--- src/rtl/time_ctrl_pkg.sv ---
// Shared types and constants for the clock time-set controller.
//   state_t : controller FSM states (RUN plus a FETCH/EDIT pair per unit)
//   unit_t  : counter unit selected by the RUN-mode readback scan
//   MODE_*  : 2-bit codes presented on the mode output
package time_ctrl_pkg;

  localparam int W_DEF      = 6;
  localparam int HR_MAX_DEF = 23;
  localparam int MS_MAX_DEF = 59;

  typedef enum logic [2:0] {
    ST_RUN       = 3'd0,
    ST_FETCH_HR  = 3'd1,
    ST_EDIT_HR   = 3'd2,
    ST_FETCH_MIN = 3'd3,
    ST_EDIT_MIN  = 3'd4,
    ST_FETCH_SEC = 3'd5,
    ST_EDIT_SEC  = 3'd6
  } state_t;

  typedef enum logic [1:0] {
    UNIT_SEC = 2'd0,
    UNIT_MIN = 2'd1,
    UNIT_HR  = 2'd2
  } unit_t;

  localparam logic [1:0] MODE_RUN = 2'b00;
  localparam logic [1:0] MODE_HR  = 2'b01;
  localparam logic [1:0] MODE_MIN = 2'b10;
  localparam logic [1:0] MODE_SEC = 2'b11;

  // Readback scan order: SEC -> MIN -> HR -> SEC.
  function automatic unit_t next_unit(input unit_t u);
    unit_t n;
    case (u)
      UNIT_SEC: n = UNIT_MIN;
      UNIT_MIN: n = UNIT_HR;
      default:  n = UNIT_SEC;
    endcase
    return n;
  endfunction

endpackage

--- src/rtl/time_set_ctrl_btn_edge.sv ---
// Rising-edge detector for a debounced button level.
//   clk     : system clock
//   clear_n : synchronous active-low reset
//   btn     : debounced button level
//   rise    : high for the single cycle in which a fresh press is seen
// A button held through reset must first be seen released before a press
// counts; r_armed provides that, so reset never manufactures a press.
module btn_edge (
  input  logic clk,
  input  logic clear_n,
  input  logic btn,
  output logic rise
);

  logic r_prev;
  logic r_armed;

  always_ff @(posedge clk) begin
    if (!clear_n) begin
      r_prev  <= 1'b0;
      r_armed <= 1'b0;
    end else begin
      r_prev <= btn;
      if (!btn) begin
        r_armed <= 1'b1;
      end
    end
  end

  assign rise = btn & ~r_prev & r_armed;

endmodule

--- src/rtl/time_set_ctrl.sv ---
// Mode/edit controller for the hour, minute and second counter units.
// Owns the shared readback bus enables. In RUN it forwards the 1 Hz tick
// and round-robin scans the counters into display registers; in SET it
// fetches one unit, edits it with the increment button and loads it back.
//   clk, clear_n               : clock, synchronous active-low reset
//   mode_btn, inc_btn          : debounced button levels (rising edge acts)
//   tick_1hz                   : one-cycle seconds pulse
//   databus                    : shared readback bus from the counters
//   count_en                   : gated tick to the seconds chain
//   sec_en, min_en, hr_en      : bus enables (one-hot or zero)
//   sec_load, min_load, hr_load: registered one-cycle load strobes
//   load_data                  : value accompanying a load strobe
//   disp_sec, disp_min, disp_hr: scanned display values
//   edit_val                   : value being edited
//   mode                       : 00 RUN, 01 HR, 10 MIN, 11 SEC
//   dbg_state                  : raw FSM state for observation
//
// Handshake: there is no back-pressure. A bus enable asserted in a cycle
// means databus carries that unit's value in the same cycle and is
// captured at the closing edge; a load strobe is a fire-and-forget
// one-cycle command that the addressed counter must accept.
module time_set_ctrl
  import time_ctrl_pkg::*;
#(
  parameter int W      = W_DEF,
  parameter int HR_MAX = HR_MAX_DEF,
  parameter int MS_MAX = MS_MAX_DEF
) (
  input  logic         clk,
  input  logic         clear_n,
  input  logic         mode_btn,
  input  logic         inc_btn,
  input  logic         tick_1hz,
  input  logic [W-1:0] databus,
  output logic         count_en,
  output logic         sec_en,
  output logic         min_en,
  output logic         hr_en,
  output logic         sec_load,
  output logic         min_load,
  output logic         hr_load,
  output logic [W-1:0] load_data,
  output logic [W-1:0] disp_sec,
  output logic [W-1:0] disp_min,
  output logic [W-1:0] disp_hr,
  output logic [W-1:0] edit_val,
  output logic [1:0]   mode,
  output logic [2:0]   dbg_state
);

  localparam logic [W-1:0] HR_MAX_W = W'(HR_MAX);
  localparam logic [W-1:0] MS_MAX_W = W'(MS_MAX);

  logic w_mode_rise;
  logic w_inc_rise;

  btn_edge u_mode_edge (
    .clk     (clk),
    .clear_n (clear_n),
    .btn     (mode_btn),
    .rise    (w_mode_rise)
  );

  btn_edge u_inc_edge (
    .clk     (clk),
    .clear_n (clear_n),
    .btn     (inc_btn),
    .rise    (w_inc_rise)
  );

  state_t       r_state;
  state_t       w_state_nxt;
  unit_t        r_scan;
  // Low only in the reset cycle(s); keeps the bus enables quiet in reset
  // even though the scan pointer already rests at SEC.
  logic         r_live;
  logic [W-1:0] r_edit;
  logic [W-1:0] r_disp_sec;
  logic [W-1:0] r_disp_min;
  logic [W-1:0] r_disp_hr;
  logic [W-1:0] r_load_data;
  logic         r_sec_load;
  logic         r_min_load;
  logic         r_hr_load;

  logic         w_sec_en;
  logic         w_min_en;
  logic         w_hr_en;
  logic         w_count_en;
  logic [1:0]   w_mode;
  logic         w_any_load;
  logic         w_editing;
  logic [W-1:0] w_edit_max;
  logic [W-1:0] w_edit_inc;

  assign w_any_load = r_sec_load | r_min_load | r_hr_load;

  always_comb begin
    w_state_nxt = r_state;
    w_sec_en    = 1'b0;
    w_min_en    = 1'b0;
    w_hr_en     = 1'b0;
    w_count_en  = 1'b0;
    w_mode      = MODE_RUN;
    w_editing   = 1'b0;
    case (r_state)
      ST_RUN: begin
        // The seconds load from EDIT_SEC lands in the first RUN cycle; a
        // tick in that cycle is dropped so load and count never collide.
        w_count_en = r_live & tick_1hz & ~w_any_load;
        if (r_live) begin
          case (r_scan)
            UNIT_SEC: w_sec_en = 1'b1;
            UNIT_MIN: w_min_en = 1'b1;
            default:  w_hr_en  = 1'b1;
          endcase
        end
        if (w_mode_rise) begin
          w_state_nxt = ST_FETCH_HR;
        end
      end
      ST_FETCH_HR: begin
        w_mode      = MODE_HR;
        w_hr_en     = 1'b1;
        w_state_nxt = ST_EDIT_HR;
      end
      ST_EDIT_HR: begin
        w_mode    = MODE_HR;
        w_editing = 1'b1;
        if (w_mode_rise) begin
          w_state_nxt = ST_FETCH_MIN;
        end
      end
      ST_FETCH_MIN: begin
        w_mode      = MODE_MIN;
        w_min_en    = 1'b1;
        w_state_nxt = ST_EDIT_MIN;
      end
      ST_EDIT_MIN: begin
        w_mode    = MODE_MIN;
        w_editing = 1'b1;
        if (w_mode_rise) begin
          w_state_nxt = ST_FETCH_SEC;
        end
      end
      ST_FETCH_SEC: begin
        w_mode      = MODE_SEC;
        w_sec_en    = 1'b1;
        w_state_nxt = ST_EDIT_SEC;
      end
      ST_EDIT_SEC: begin
        w_mode    = MODE_SEC;
        w_editing = 1'b1;
        if (w_mode_rise) begin
          w_state_nxt = ST_RUN;
        end
      end
      default: begin
        w_state_nxt = ST_RUN;
      end
    endcase
  end

  // Values above the unit's maximum (e.g. garbage fetched from a counter)
  // also wrap to zero on the first increment.
  assign w_edit_max = (r_state == ST_EDIT_HR) ? HR_MAX_W : MS_MAX_W;
  assign w_edit_inc = (r_edit >= w_edit_max) ? '0 : r_edit + 1'b1;

  always_ff @(posedge clk) begin
    if (!clear_n) begin
      r_state     <= ST_RUN;
      r_scan      <= UNIT_SEC;
      r_live      <= 1'b0;
      r_edit      <= '0;
      r_disp_sec  <= '0;
      r_disp_min  <= '0;
      r_disp_hr   <= '0;
      r_load_data <= '0;
      r_sec_load  <= 1'b0;
      r_min_load  <= 1'b0;
      r_hr_load   <= 1'b0;
    end else begin
      r_state    <= w_state_nxt;
      r_live     <= 1'b1;
      r_sec_load <= 1'b0;
      r_min_load <= 1'b0;
      r_hr_load  <= 1'b0;

      // Scan only advances in RUN; parking it at SEC elsewhere makes the
      // return to RUN restart the rotation at SEC.
      if (r_state == ST_RUN && r_live) begin
        r_scan <= next_unit(r_scan);
      end else begin
        r_scan <= UNIT_SEC;
      end

      if (w_sec_en && r_state == ST_RUN) r_disp_sec <= databus;
      if (w_min_en && r_state == ST_RUN) r_disp_min <= databus;
      if (w_hr_en  && r_state == ST_RUN) r_disp_hr  <= databus;

      if (r_state == ST_FETCH_HR || r_state == ST_FETCH_MIN ||
          r_state == ST_FETCH_SEC) begin
        r_edit <= databus;
      end

      // Mode beats inc: a commit stores the pre-increment value.
      if (w_editing) begin
        if (w_mode_rise) begin
          r_load_data <= r_edit;
          r_hr_load   <= (r_state == ST_EDIT_HR);
          r_min_load  <= (r_state == ST_EDIT_MIN);
          r_sec_load  <= (r_state == ST_EDIT_SEC);
        end else if (w_inc_rise) begin
          r_edit <= w_edit_inc;
        end
      end
    end
  end

  assign count_en  = w_count_en;
  assign sec_en    = w_sec_en;
  assign min_en    = w_min_en;
  assign hr_en     = w_hr_en;
  assign sec_load  = r_sec_load;
  assign min_load  = r_min_load;
  assign hr_load   = r_hr_load;
  assign load_data = r_load_data;
  assign disp_sec  = r_disp_sec;
  assign disp_min  = r_disp_min;
  assign disp_hr   = r_disp_hr;
  assign edit_val  = r_edit;
  assign mode      = w_mode;
  assign dbg_state = r_state;

endmodule
--- config.mk ---
export PLATFORM = sky130hd
export DESIGN_NAME = time_set_ctrl
export DESIGN_NICKNAME = d
export VERILOG_FILES = /design/src/rtl/time_ctrl_pkg.sv /design/src/rtl/time_set_ctrl_btn_edge.sv /design/src/rtl/time_set_ctrl.sv
export SDC_FILE = /design/constraint.sdc
export NUM_CORES = 1
export LEC_CHECK = 0
export ABC_AREA = 1
export BUFFER_PORTS_ARGS = -buffer_cell sky130_fd_sc_hd__clkbuf_2
export CORE_ASPECT_RATIO = 1.75
export CORE_MARGIN = 5
export CORE_UTILIZATION = 50
export CTS_CLUSTER_DIAMETER = 100
export DETAILED_ROUTE_END_ITERATION = 10
export PLACE_DENSITY = 0.74
export SYNTH_ARGS = -nofsm -noshare
export SYNTH_HDL_FRONTEND = slang
export SYNTH_SLANG_ARGS = --single-unit
--- constraint.sdc ---
create_clock -name clk -period 2.01 [get_ports clk]
set_input_delay 0.3015 -clock clk [delete_from_list [all_inputs] [get_ports clk]]
set_output_delay 0.3015 -clock clk [all_outputs]
set_load 0.02 [all_outputs]
Yosys cells after proc, flatten, opt, wreduce, memory -nomap -nowiden
Cells that the tools add are included.
{"block": "classes", "eq_ne": 11, "mul": 0, "n_mux": 25, "bitwise_logic": 11, "n_lt_le_gt_ge": 1, "n_reduce_logical": 17, "div_mod_pow": 0, "shifts": 0, "n_addsub": 1}
{"cell": "6-bit 2-to-1 mux", "n": 6}
{"cell": "3-bit one-hot mux with 7 select lines", "n": 1}
{"cell": "3-bit 2-to-1 mux", "n": 4}
{"cell": "3-bit == test, second input constant", "n": 3}
{"cell": "1-bit 2-to-1 mux", "n": 9}
{"cell": "2-bit by 1-bit != test with 1-bit output, second input constant", "n": 4}
{"cell": "2-bit OR reduction", "n": 4}
{"cell": "6-bit by 1-bit adder with 6-bit output, second input constant", "n": 1}
{"cell": "1-bit AND", "n": 6}
{"cell": "3-bit by 2-bit == test with 1-bit output, second input constant", "n": 2}
{"cell": "6-bit greater-or-equal comparator", "n": 1}
{"cell": "1-bit one-hot mux with 2 select lines", "n": 3}
{"cell": "2-bit one-hot mux with 3 select lines", "n": 1}
{"cell": "1-bit logical AND", "n": 4}
{"cell": "2-bit one-hot mux with 2 select lines", "n": 1}
{"cell": "2-bit AND reduction", "n": 2}
{"cell": "4-bit AND reduction", "n": 1}
{"cell": "3-bit by 1-bit == test with 1-bit output, second input constant", "n": 1}
{"cell": "3-bit logical NOT", "n": 1}
{"cell": "1-bit NOT", "n": 3}
{"cell": "3-bit AND reduction", "n": 1}
{"cell": "3-bit OR reduction", "n": 1}
{"cell": "2-bit by 1-bit == test with 1-bit output, second input constant", "n": 1}
{"cell": "2-bit logical NOT", "n": 1}
{"cell": "2 further kinds", "n": 4}
{"block": "totals", "in_bits": 11, "latchBits": 0, "register_bits": 43, "output_inout_bits": 42, "mem_bits_rw": 0, "elab_cells": 81, "rom_bits": 0, "mem_count": 0}

Depth between registers and ports, before layout
Gate-level depths: netlist (run 1).
{"block": "logic_depth", "depth_word": 7, "ltp_mapped": 9, "mapped_depth_nobuf": 9}

Cells and area by module
Synthesis (run 1) repeated with hierarchy kept, for this count alone.
{"block": "hier_totals", "hier_cells": 242, "area_unflattened_um2": 1894.3}
{"module": "time_set_ctrl", "cells_per_inst": 224, "area_per_inst_um2": 1759.2, "seq_area_each_um2": 780.7, "n_inst": 1}
{"module": "btn_edge", "cells_per_inst": 9, "area_per_inst_um2": 67.6, "seq_area_each_um2": 40.0, "n_inst": 2}

Least setup slack after synthesis (run 1)
OpenSTA, ideal clock, no wires.
{"block": "synth_path", "kind": "flip-flop to flip-flop", "from": "reg r_state[0] (netlist: dbg_state[0])", "to": "reg r_edit[5] (netlist: edit_val[5])", "synth_period_minus_slack_ns": 1.712, "path_slack_ns": 0.298, "path_stages_with_launch": 10, "setup_ns": 0.070, "path_buffers": 0, "required_ns": 1.940, "arrival_ns": 1.643, "cell_sequence": "dfxtp_1 > inv_1 > ha_1 > nand2_2 > ha_1 > a21oi_1 > nand2_1 > nand2_1 > nand3_1 > a21oi_1"}
{"block": "synth_between", "elab_chain_len": 7, "elab_cells_between_ends": 17, "cone_classes": "1 x order compare; 6 x eq/ne; 7 x mux; 3 x reduce/logical"}
{"element": "from (decl)", "line": "time_set_ctrl.sv:71", "text": "state_t r_state;"}
{"element": "from (signal assigned)", "line": "time_set_ctrl.sv:183", "text": "r_state <= w_state_nxt;"}
{"element": "3-bit by 2-bit == test with 1-bit output (tied with other cells)", "line": "time_set_ctrl.sv:106, time_set_ctrl.sv:166"}
{"element": "6-bit 2-to-1 mux / 1-bit logical OR (equally long branches)", "line": "time_set_ctrl.sv:166, time_set_ctrl.sv:201"}
{"element": "6-bit greater-or-equal comparator / 1-bit logical OR (equally long branches)", "line": "time_set_ctrl.sv:167, time_set_ctrl.sv:201"}
{"element": "6-bit 2-to-1 mux (on tied branches)", "line": "time_set_ctrl.sv:167, time_set_ctrl.sv:201"}
{"element": "6-bit 2-to-1 mux", "line": "time_set_ctrl.sv:213", "text": "end else if (w_inc_rise) begin"}
{"element": "6-bit 2-to-1 mux", "line": "time_set_ctrl.sv:208", "text": "if (w_mode_rise) begin"}
{"element": "6-bit 2-to-1 mux (*)", "line": "time_set_ctrl.sv:207", "text": "if (w_editing) begin"}
{"element": "to (signal assigned)", "line": "time_set_ctrl.sv:203", "text": "r_edit <= databus;"}
{"element": "to (signal assigned)", "line": "time_set_ctrl.sv:214", "text": "r_edit <= w_edit_inc;"}
{"element": "to (decl)", "line": "time_set_ctrl.sv:77", "text": "logic [W-1:0] r_edit;"}
Every way passes the cells marked *; elsewhere a longest branch is shown, timed or not.
A chain may end at the register's enable or synchronous reset.

Final worst setup path (run 1)
{"block": "layout_path", "from": "reg r_state[0] (netlist: dbg_state[0])", "to": "out hr_en"}
{"block": "layout_between", "elab_chain_len": 2, "elab_cells_between_ends": 3, "cone_classes": "1 x eq/ne; 1 x mux; 1 x reduce/logical"}
{"element": "3-bit by 1-bit == test with 1-bit output / 3-bit logical NOT (equally long branches)", "line": "time_set_ctrl.sv:106", "text": "case (r_state)"}
{"element": "1-bit one-hot mux with 2 select lines (*)", "line": "time_set_ctrl.sv:106"}
{"element": "to (decl)", "line": "time_set_ctrl.sv:38", "text": "output logic hr_en,"}
Marks and branches as above.

==> results.py, run 1 <==
metrics = {
    "logic_synthesis": {
        "yosys.area.top_type_share": 0.4639,
        "synth_common_cells": "dfxtp_1, nand2_1, a21oi_1",
        "yosys-top-cells-area": "dfxtp_1, a21oi_1, nand2_1",
        "synth_warnings": 0,
        "synth_cells": 236,
        "avgSynthCellArea_um2": 7.862,
        "ys_types": 26,
        "syn_nets": 253,
        "async_reset_ff_frac": 0,
        "synth-edff-count": 0,
        "synth_seq_cells": 43,
        "synth_top_area_cell": "dfxtp_1",
        "yosysSeqAreaShare": 0.4639,
        "synth_ff_type": "dfxtp_1",
        "yosysMostFrequentCell": "dfxtp_1",
        "synth_area_mm2": 0.001856,
    },
    "clock_tree": {
        "cts_setup_buffers": 0,
        "clock_latency_ns": 0.29,
        "cts_hold_buf": 0,
        "cts_sinks": 43,
        "clkTransAtPathRegs_ns": 0.07,
        "cts_inserted_buffers": 5,
        "cts_root_buffer": "clkbuf_8",
        "cts_max_level": 2,
        "cts_tree": "done",
        "cts_buffer_depth": 2,
    },
    "timing": {
        "max_freq_mhz": 521.5,
        "fin_skew_ns": 0.01011,
        "setup_viol": 0,
        "postLayoutSetupSlackWorst_ns": 0.09236,
        "rsz0062_at_grt": "no",
        "tightest_slew_ns": 0.5097,
        "period_share": 0.9541,
        "hold_violations": 0,
        "report.final.slew_viol_count": 0,
        "slew_headroom": 0.6602,
        "whs_ns": 0.2159,
        "period_needed_ns": 1.918,
        "tns_ns": 0,
    },
    "die": {
        "design.portCount": 53,
        "die_y_um": 90.59,
        "die_area_mm2": 0.005078,
        "row_count": 29,
        "dieWidth_um": 56.05,
        "core-area_mm2": 0.003592,
        "start_util": 0.5165,
    },
    "global_routing": {
        "grt_pass1_vias": 1821,
        "grt_first_pass_wirelength_um": 7838,
        "antenna_found_initial": 0,
        "grt_max_degree": 21,
        "overflow": 0,
        "grt_usage": 0.1898,
    },
    "detailed_routing": {
        "ant_nets": 0,
        "drc": 0,
        "wl_per_cell_um": 13.34,
        "wirelength_um": 4481,
        "viasPerCell": 5.077,
        "first_pass_iters": 4,
        "drtIter0Drc": 25,
        "vias": 1706,
    },
    "finish": {
        "seq_area_um2": 862.1,
        "antenna_cells": 0,
        "area_delta_synth_final_pct": 21.04,
        "utilization": 0.6252,
        "multi_input_area_um2": 855.8,
        "drive_gt1_frac": 0.2586,
        "layoutNonFillerInstCount": 336,
        "nets": 307,
        "fillers": 333,
    },
    "placement": {
        "place_congestion": 0.9002,
        "pre_cts_ws_ns": 0.2733,
        "dp.cells": 329,
        "port_buffers": 52,
        "dp_hpwl_um": 3431,
    },
    "worst_hold_path": {
        "min_path_type": "in -> reg",
        "min_path_cells": 2,
    },
    "critical_path": {
        "worst_setup_path_end_kind": "output port",
        "rr_worst_depth": 9,
        "cp_data_required_time_ns": 1.71,
        "slowest_stage": "dfxtp_1",
        "crit_chain": "inv_1, ha_1, nand2_4, o21ai_0, clkbuf_2",
        "cp.arrival_ns": 1.62,
        "startpoint_type": "flop",
        "critPathKind": "reg -> out",
        "crit_path_max_fanout": 7,
        "max_stage_delay_ns": 0.35,
    },
    "job": {
        "drv_cap": 0,
    },
    "run_status": {
        "outcome": "finished, final reports clean",
    },
    "power": {
        "p_leak_uw": 0.001081,
        "peakVddDrop_mv": 0.7056,
        "power_density_mw_per_mm2": 1029,
    },
}
-- path summary, 6_finish.rpt --
| kind | start | end | slack [ns] |
|---|---|---|---|
| worst max-delay path | dbg_state[0]$_SDFFE_PN0P_ | hr_en | 0.09 |
| worst min-delay path | inc_btn | u_inc_edge.r_armed$_SDFFE_PN0N_ | 0.22 |
| worst max register to register | dbg_state[0]$_SDFFE_PN0P_ | edit_val[5]$_SDFF_PN0_ | 0.27 |
| worst min register to register | u_inc_edge.r_armed$_SDFFE_PN0N_ | u_inc_edge.r_armed$_SDFFE_PN0N_ | 0.46 |
-- per-layer routing --
| layer | up-vias | global-route usage | wire length (µm) |
|---|---|---|---|
| met4 | 0 | 0.08119 | 74 |
| li1 | 895 | - | - |
| met5 | - | 0 | 0 |
| met3 | 7 | 0.04578 | 203 |
| met2 | 40 | 0.3555 | 2489 |
| met1 | 764 | 0.1925 | 1714 |
-- cell type report --
type | count | share of cell area
clock buffer | 6 | 0.03231
clock inverter | 1 | 0.01337
inverter | 22 | 0.03788
multi-input combinational | 163 | 0.3811
sequential | 43 | 0.3838
tap | 46 | 0.02563
timing repair buffer | 55 | 0.1259
-- where the power goes --
group	switching [µW]	internal [µW]
Clock	274	364
Combinational	435	214
Sequential	77.7	946
Total	786	1520
-- cells in the final DEF, fill, tap and decap left out --
cell / netlist / layout
clkbuf_2: 0 / 52
dfxtp_1: 43 / 42
nand2_1: 40 / 40
a21oi_1: 34 / 34
o21ai_0: 22 / 22
inv_1: 20 / 20
nand3_1: 17 / 17
nor2_1: 14 / 14
o21ai_1: 7 / 7
ha_1: 6 / 6
nor3_1: 5 / 5
clkbuf_8: 0 / 5
nand2_2: 4 / 4
a21oi_2: 3 / 3
buf_4: 2 / 3
nand3b_1: 2 / 2
nand4_1: 2 / 2
xor2_1: 2 / 2
inv_4: 1 / 1
nand2_4: 1 / 1
o21bai_1: 1 / 1
nand3_2: 1 / 1
nor3_4: 1 / 1
nor2_4: 1 / 1
inv_2: 1 / 1
bufinv_16: 0 / 1
clkbuf_1: 3 / 1
dfxtp_2: 0 / 1
-- flip-flops by register name (all words and copies together) (netlist names) --
signal,flops
disp_hr,6
disp_min,6
disp_sec,6
edit_val,6
load_data,6
dbg_state,3
r_scan,2
hr_load,1
min_load,1
r_live,1
sec_load,1
u_inc_edge.r_armed,1
u_inc_edge.r_prev,1
u_mode_edge.r_armed,1
u_mode_edge.r_prev,1
-- what timing repair did --
| action | 4_1_cts | 5_1_grt |
|---|---|---|
| setup endpoints to repair | 0 | 3 |
| endpoints found under the hold margin | 0 | 0 |
| gates resized for setup | 0 | 1 |
-- cells by family (layout without fill, tap and decap cells) --
logic type | Yosys count | after routing | share of synthesized area
simple gates | 88 | 88 | 0.2232
compound gates | 67 | 67 | 0.1881
flops | 43 | 43 | 0.4639
buf+inv | 30 | 84 | 0.07484
fa+ha+maj | 6 | 6 | 0.04046
xor+xnor | 2 | 2 | 0.009442
-- stage by stage --
step,cell area [µm²],total power [µW]
finish,2246,2311
global route,2246,2453
CTS,2245,2327
detailed placement,2142,1692
global placement,2142,1683
floorplan,1856,1500
-- critical path, delay by kind of cell (launching register included) --
kind	cells	cell delay, ns
DFF	1	0.35
and+or+nand+nor	1	0.12
buffers and inverters	2	0.31
adders and majority gates	1	0.30
AOI/OAI and AO/OA	1	0.24
Note: power is estimated with default switching activity, not from simulation.
==> run 2: changes to the inputs <==
--- a/config.mk
+++ b/config.mk
@@ -12,6 +12,7 @@
 export CORE_UTILIZATION = 50
 export CTS_CLUSTER_DIAMETER = 100
 export DETAILED_ROUTE_END_ITERATION = 10
+export MAX_ROUTING_LAYER = met4
 export PLACE_DENSITY = 0.74
 export SYNTH_ARGS = -nofsm -noshare
 export SYNTH_HDL_FRONTEND = slang
==> run 2 against run 1 <==
- sequential power about the same
- flip-flop and latch count unchanged
- routed wire length down 2.9%
- largest cell class unchanged
- register-to-register slack worse by 0.02 ns
- highest routed layer unchanged
- first-iteration DRC count down 4.0%
- critical path depth up 1
- core utilization about the same
==> results.py, run 2 (same netlist as run 1, synthesis figures left out) <==
metrics = {
    "clock_tree": {
        "cts_inserted_buffers": 5,
        "clkTransAtPathRegs_ns": 0.07,
        "cts_sinks": 43,
        "clock_latency_ns": 0.29,
        "cts_max_level": 2,
        "cts_buffer_depth": 2,
        "cts_root_buffer": "clkbuf_8",
        "cts_hold_buf": 0,
        "cts_setup_buffers": 0,
        "cts_tree": "done",
    },
    "placement": {
        "place_area_mm2": 0.002142,
        "port_buffers": 52,
        "dp_hpwl_um": 3434,
        "dp.cells": 329,
        "place_congestion": 0.8882,
    },
    "run_status": {
        "outcome": "finished, final reports clean",
    },
    "finish": {
        "fillers": 336,
        "mostFrequentLayoutCells": "clkbuf_2, dfxtp_1, nand2_1, a21oi_1, o21ai_0",
        "area_delta_synth_final_pct": 20.97,
        "final_common_cell": "clkbuf_2",
        "antenna_cells": 0,
        "layoutNonFillerInstCount": 337,
        "fin_area_mm2": 0.002245,
        "nets": 307,
        "drive_gt1_frac": 0.2612,
    },
    "worst_hold_path": {
        "min_path_cells": 2,
        "whs_endpoint": "u_mode_edge.r_armed$_SDFFE_PN0N_",
        "min_path_type": "in -> reg",
        "hold_start": "mode_btn",
    },
    "power": {
        "power_frac_comb": 0.288,
        "p_int_uw": 1474,
        "clockPowerShare": 0.260,
        "peakVddDrop_mv": 0.6964,
        "p_sw_frac": 0.3462,
        "p_leak_uw": 0.001080,
        "power_density_mw_per_mm2": 1005,
        "power_frac_seq": 0.453,
        "p_switching_uw": 780.7,
    },
    "detailed_routing": {
        "first_pass_iters": 4,
        "vias": 1716,
        "viasPerCell": 5.092,
        "drtIter0Drc": 24,
        "wirelength_um": 4350,
        "wl_per_cell_um": 12.91,
        "drc": 0,
        "ant_nets": 0,
    },
    "timing": {
        "period_share": 0.9469,
        "hold_violations": 0,
        "rsz0062_at_grt": "no",
        "fin_skew_ns": 0.006191,
        "tns_ns": 0,
        "setup_viol": 0,
        "report.final.slew_viol_count": 0,
        "tightest_slew_ns": 0.5018,
        "max_freq_mhz": 525.4,
        "period_needed_ns": 1.903,
        "whs_ns": 0.2123,
        "slew_headroom": 0.6655,
    },
    "critical_path": {
        "startpoint_type": "flop",
        "cp.arrival_ns": 1.60,
        "worstReg2RegEnd": "edit_val[3]$_SDFF_PN0_",
        "critPathKind": "reg -> out",
        "r2r_slack_ns": 0.25,
        "r2r_start": "dbg_state[0]$_SDFFE_PN0P_",
        "crit_path_max_fanout": 5,
        "worst_setup_path_end_kind": "output port",
        "cp_data_required_time_ns": 1.71,
        "rr_worst_depth": 9,
    },
    "global_routing": {
        "grt_first_pass_wirelength_um": 7417,
        "grt_pass1_vias": 1695,
        "antenna_found_initial": 0,
        "overflow": 0,
        "grt_usage": 0.1848,
        "grt_max_degree": 28,
    },
    "die": {
        "die_y_um": 90.59,
        "dieWidth_um": 56.05,
        "core-area_mm2": 0.003592,
        "start_util": 0.5165,
        "design.portCount": 53,
        "die_area_mm2": 0.005078,
        "row_count": 29,
    },
    "job": {
        "drv_cap": 0,
    },
}
## run 2: final cells by class
class | count | area, µm² | area share
sequential | 43 | 860.8 | 0.3835
timing repair buffer | 55 | 282.8 | 0.1260
inverter | 22 | 85.08 | 0.03790
clock buffer | 8 | 100.1 | 0.04459
multi-input combinational | 163 | 858.3 | 0.3824
tap | 46 | 57.56 | 0.02564
## run 2: worst max-delay path by stage
stage	start	endpoint	slack [ns]	cells past startpoint
after floorplan	dbg_state[0]$_SDFFE_PN0P_	edit_val[5]$_SDFF_PN0_	0.30	9
after global placement	dbg_state[0]$_SDFFE_PN0P_	edit_val[1]$_SDFF_PN0_	0.35	9
after detailed placement	dbg_state[0]$_SDFFE_PN0P_	edit_val[3]$_SDFF_PN0_	0.27	9
after CTS	dbg_state[0]$_SDFFE_PN0P_	hr_en	0.05	5
after global routing	dbg_state[1]$_SDFFE_PN0P_	mode[1]	0.006	6
final	dbg_state[1]$_SDFFE_PN0P_	mode[1]	0.11	6
## run 2: critical path, stage by stage (launching register included)
cell	delay, ns
dfxtp_1	0.40
inv_1	0.08
ha_1	0.25
nand2_1	0.16
nand3_1	0.10
o21bai_1	0.16
clkbuf_2	0.16
## run 2: power by group through the flow
stage / clock network, µW / logic, µW / registers [µW]
6_report: 586 / 648 / 1020
5_1_grt: 637 / 725 / 1030
3_5_place_dp: 0 / 652 / 1040
2_1_floorplan: 0 / 368 / 1130
4_1_cts: 599 / 653 / 1020
3_3_place_gp: 0 / 643 / 1040
## run 2: timing repair
item / 4_1_cts / 5_1_grt
gates resized for setup: 0 / 1
setup endpoints to repair: 0 / 3
endpoints found under the hold margin: 0 / 0
## run 2: layer usage
layer / GRT usage / vias to the layer above / wire length, µm
met5: - / - / 0
met4: 0.08317 / 0 / 113
met3: 0.03720 / 11 / 189
met2: 0.3340 / 49 / 2302
met1: 0.1864 / 761 / 1744
li1: - / 895 / -
## run 2: metrics by stage
step | utilization | total power, µW | setup slack [ns]
after detailed placement | 0.5963 | 1691 | 0.2672
after CTS | 0.6242 | 2274 | 0.05242
after floorplan | - | 1500 | 0.2977
final | 0.6249 | 2255 | 0.1067
after global placement | 0.5963 | 1683 | 0.3528
after global routing | 0.6249 | 2395 | 0.006032
==> run 3: changes to the inputs <==
==> constraint.sdc (replaced) <==
create_clock -name clk -period 2 [get_ports clk]
set_input_delay 0.3 -clock clk [delete_from_list [all_inputs] [get_ports clk]]
set_output_delay 0.3 -clock clk [all_outputs]
set_load 0.02 [all_outputs]
==> run 3 against run 2 <==
- final cell count unchanged
- die area unchanged
- hold slack about the same
- non-clock buffer count unchanged
- global-route usage up 0.50 points
- sequential share of layout area about the same
- critical endpoint unchanged
- largest power group unchanged
- highest routed layer unchanged
==> results.py, run 3 (same netlist as run 1, synthesis figures left out) <==
metrics = {
    "run_status": {
        "outcome": "finished, final reports clean",
    },
    "timing": {
        "hold_violations": 0,
        "slew_headroom": 0.6660,
        "tns_ns": 0,
        "max_freq_mhz": 531.2,
        "fin_skew_ns": 0.01089,
        "setup_viol": 0,
        "tightest_slew_ns": 0.5010,
        "rsz0062_at_grt": "no",
        "period_share": 0.9412,
        "period_needed_ns": 1.882,
        "report.final.slew_viol_count": 0,
    },
    "finish": {
        "utilization": 0.6266,
        "nets": 307,
        "antenna_cells": 0,
        "area_delta_synth_final_pct": 21.31,
        "layoutNonFillerInstCount": 337,
        "final_common_cell": "clkbuf_2",
        "mostFrequentLayoutCells": "clkbuf_2, dfxtp_1, nand2_1, a21oi_1, o21ai_0",
        "drive_gt1_frac": 0.2715,
    },
    "critical_path": {
        "crit_path_max_fanout": 5,
        "r2r_start": "dbg_state[0]$_SDFFE_PN0P_",
        "startpoint_type": "flop",
        "cp.arrival_ns": 1.58,
        "startpoint": "dbg_state[1]$_SDFFE_PN0P_",
        "crit_chain": "inv_1, ha_1, nand2_1, nand3_1, o21bai_1, clkbuf_2",
        "max_stage_delay_ns": 0.37,
        "slowest_stage": "dfxtp_2",
        "critPathKind": "reg -> out",
        "worst_setup_path_end_kind": "output port",
        "cp_data_required_time_ns": 1.70,
    },
    "die": {
        "start_util": 0.5165,
        "die_y_um": 90.59,
        "die_area_mm2": 0.005078,
        "dieWidth_um": 56.05,
        "row_count": 29,
        "core-area_mm2": 0.003592,
        "design.portCount": 53,
    },
    "detailed_routing": {
        "ant_nets": 0,
        "wl_per_cell_um": 12.87,
        "wirelength_um": 4338,
        "vias": 1706,
        "viasPerCell": 5.062,
        "first_pass_iters": 4,
        "drc": 0,
        "drtIter0Drc": 37,
    },
    "global_routing": {
        "grt_usage": 0.1898,
        "antenna_found_initial": 0,
        "grt_pass1_vias": 1679,
        "grt_first_pass_wirelength_um": 7486,
        "grt_max_degree": 21,
        "overflow": 0,
    },
    "clock_tree": {
        "cts_buffer_depth": 2,
        "clock_latency_ns": 0.30,
        "cts_setup_buffers": 0,
        "cts.repair.resized": 0,
        "cts_sinks": 43,
        "cts_root_buffer": "clkbuf_8",
        "cts_max_level": 2,
        "cts_inserted_buffers": 5,
        "cts_tree": "done",
        "cts_hold_buf": 0,
        "clkTransAtPathRegs_ns": 0.08,
    },
    "job": {
        "drv_cap": 0,
    },
    "power": {
        "p_leak_uw": 0.001080,
        "power_density_mw_per_mm2": 1013,
        "peakVddDrop_mv": 0.7795,
    },
    "worst_hold_path": {
        "min_path_type": "in -> reg",
        "hold_start": "mode_btn",
    },
    "placement": {
        "dp_hpwl_um": 3419,
        "place_congestion": 0.9224,
        "dp.cells": 329,
        "port_buffers": 52,
    },
}
run 3: changes by cell type in the layout (fill, tap and decap cells not counted):
cell / before / now
dfxtp_1: 43 / 41
clkbuf_1: 1 / 0
clkinvlp_4: 0 / 1
dfxtp_2: 0 / 2
run 3: final cells by class:
| class | instances | area (µm²) |
|---|---|---|
| Inverter | 22 | 85.08 |
| Tap cell | 46 | 57.56 |
| Clock inverter | 1 | 7.507 |
| Fill cell | 348 | 1341 |
| Multi-Input combinational cell | 163 | 858.3 |
| Timing Repair Buffer | 55 | 282.8 |
| Clock buffer | 7 | 96.34 |
| Sequential cell | 43 | 863.3 |
run 3: critical path, delay by kind of cell (launching register included):
family	cells	cell delay, ns
buffers and inverters	2	0.22
AO/OA/AOI/OAI	1	0.17
flip-flops	1	0.37
adder cells (fa/ha/maj)	1	0.24
AND/OR/NAND/NOR	2	0.29
run 3: path summary, 6_finish.rpt:
kind	to	slack, ns	cells after the start
hold / removal	u_mode_edge.r_armed$_SDFFE_PN0N_	0.21	2
setup / recovery	mode[1]	0.12	6
setup reg to reg	edit_val[1]$_SDFF_PN0_	0.33	9
hold reg to reg	u_inc_edge.r_armed$_SDFFE_PN0N_	0.47	2
run 3: metal layers:
metal,GRT usage,up-vias,part of all wire
met5,-,-,0
met4,0.08515,0,0.017
met3,0.03863,7,0.045
met2,0.3457,40,0.56
met1,0.1888,760,0.38
li1,-,899,-
run 3: power breakdown:
group / switching [µW] / total, µW / internal (µW)
combinational: 437 / 654 / 217
clock: 286 / 600 / 314
sequential: 75.5 / 1030 / 951
run 3: per-stage QoR:
step | power (µW) | instance area [µm²] | setup WS [ns] | hold WS (ns)
2_1_floorplan | 1507 | 1856 | 0.2877 | 0.3277
3_3_place_gp | 1696 | 2142 | 0.3424 | 0.4562
6_report | 2281 | 2251 | 0.1176 | 0.2125
3_5_place_dp | 1701 | 2142 | 0.2684 | 0.4609
4_1_cts | 2305 | 2246 | 0.04989 | 0.2051
5_1_grt | 2418 | 2251 | 0.02840 | 0.2265
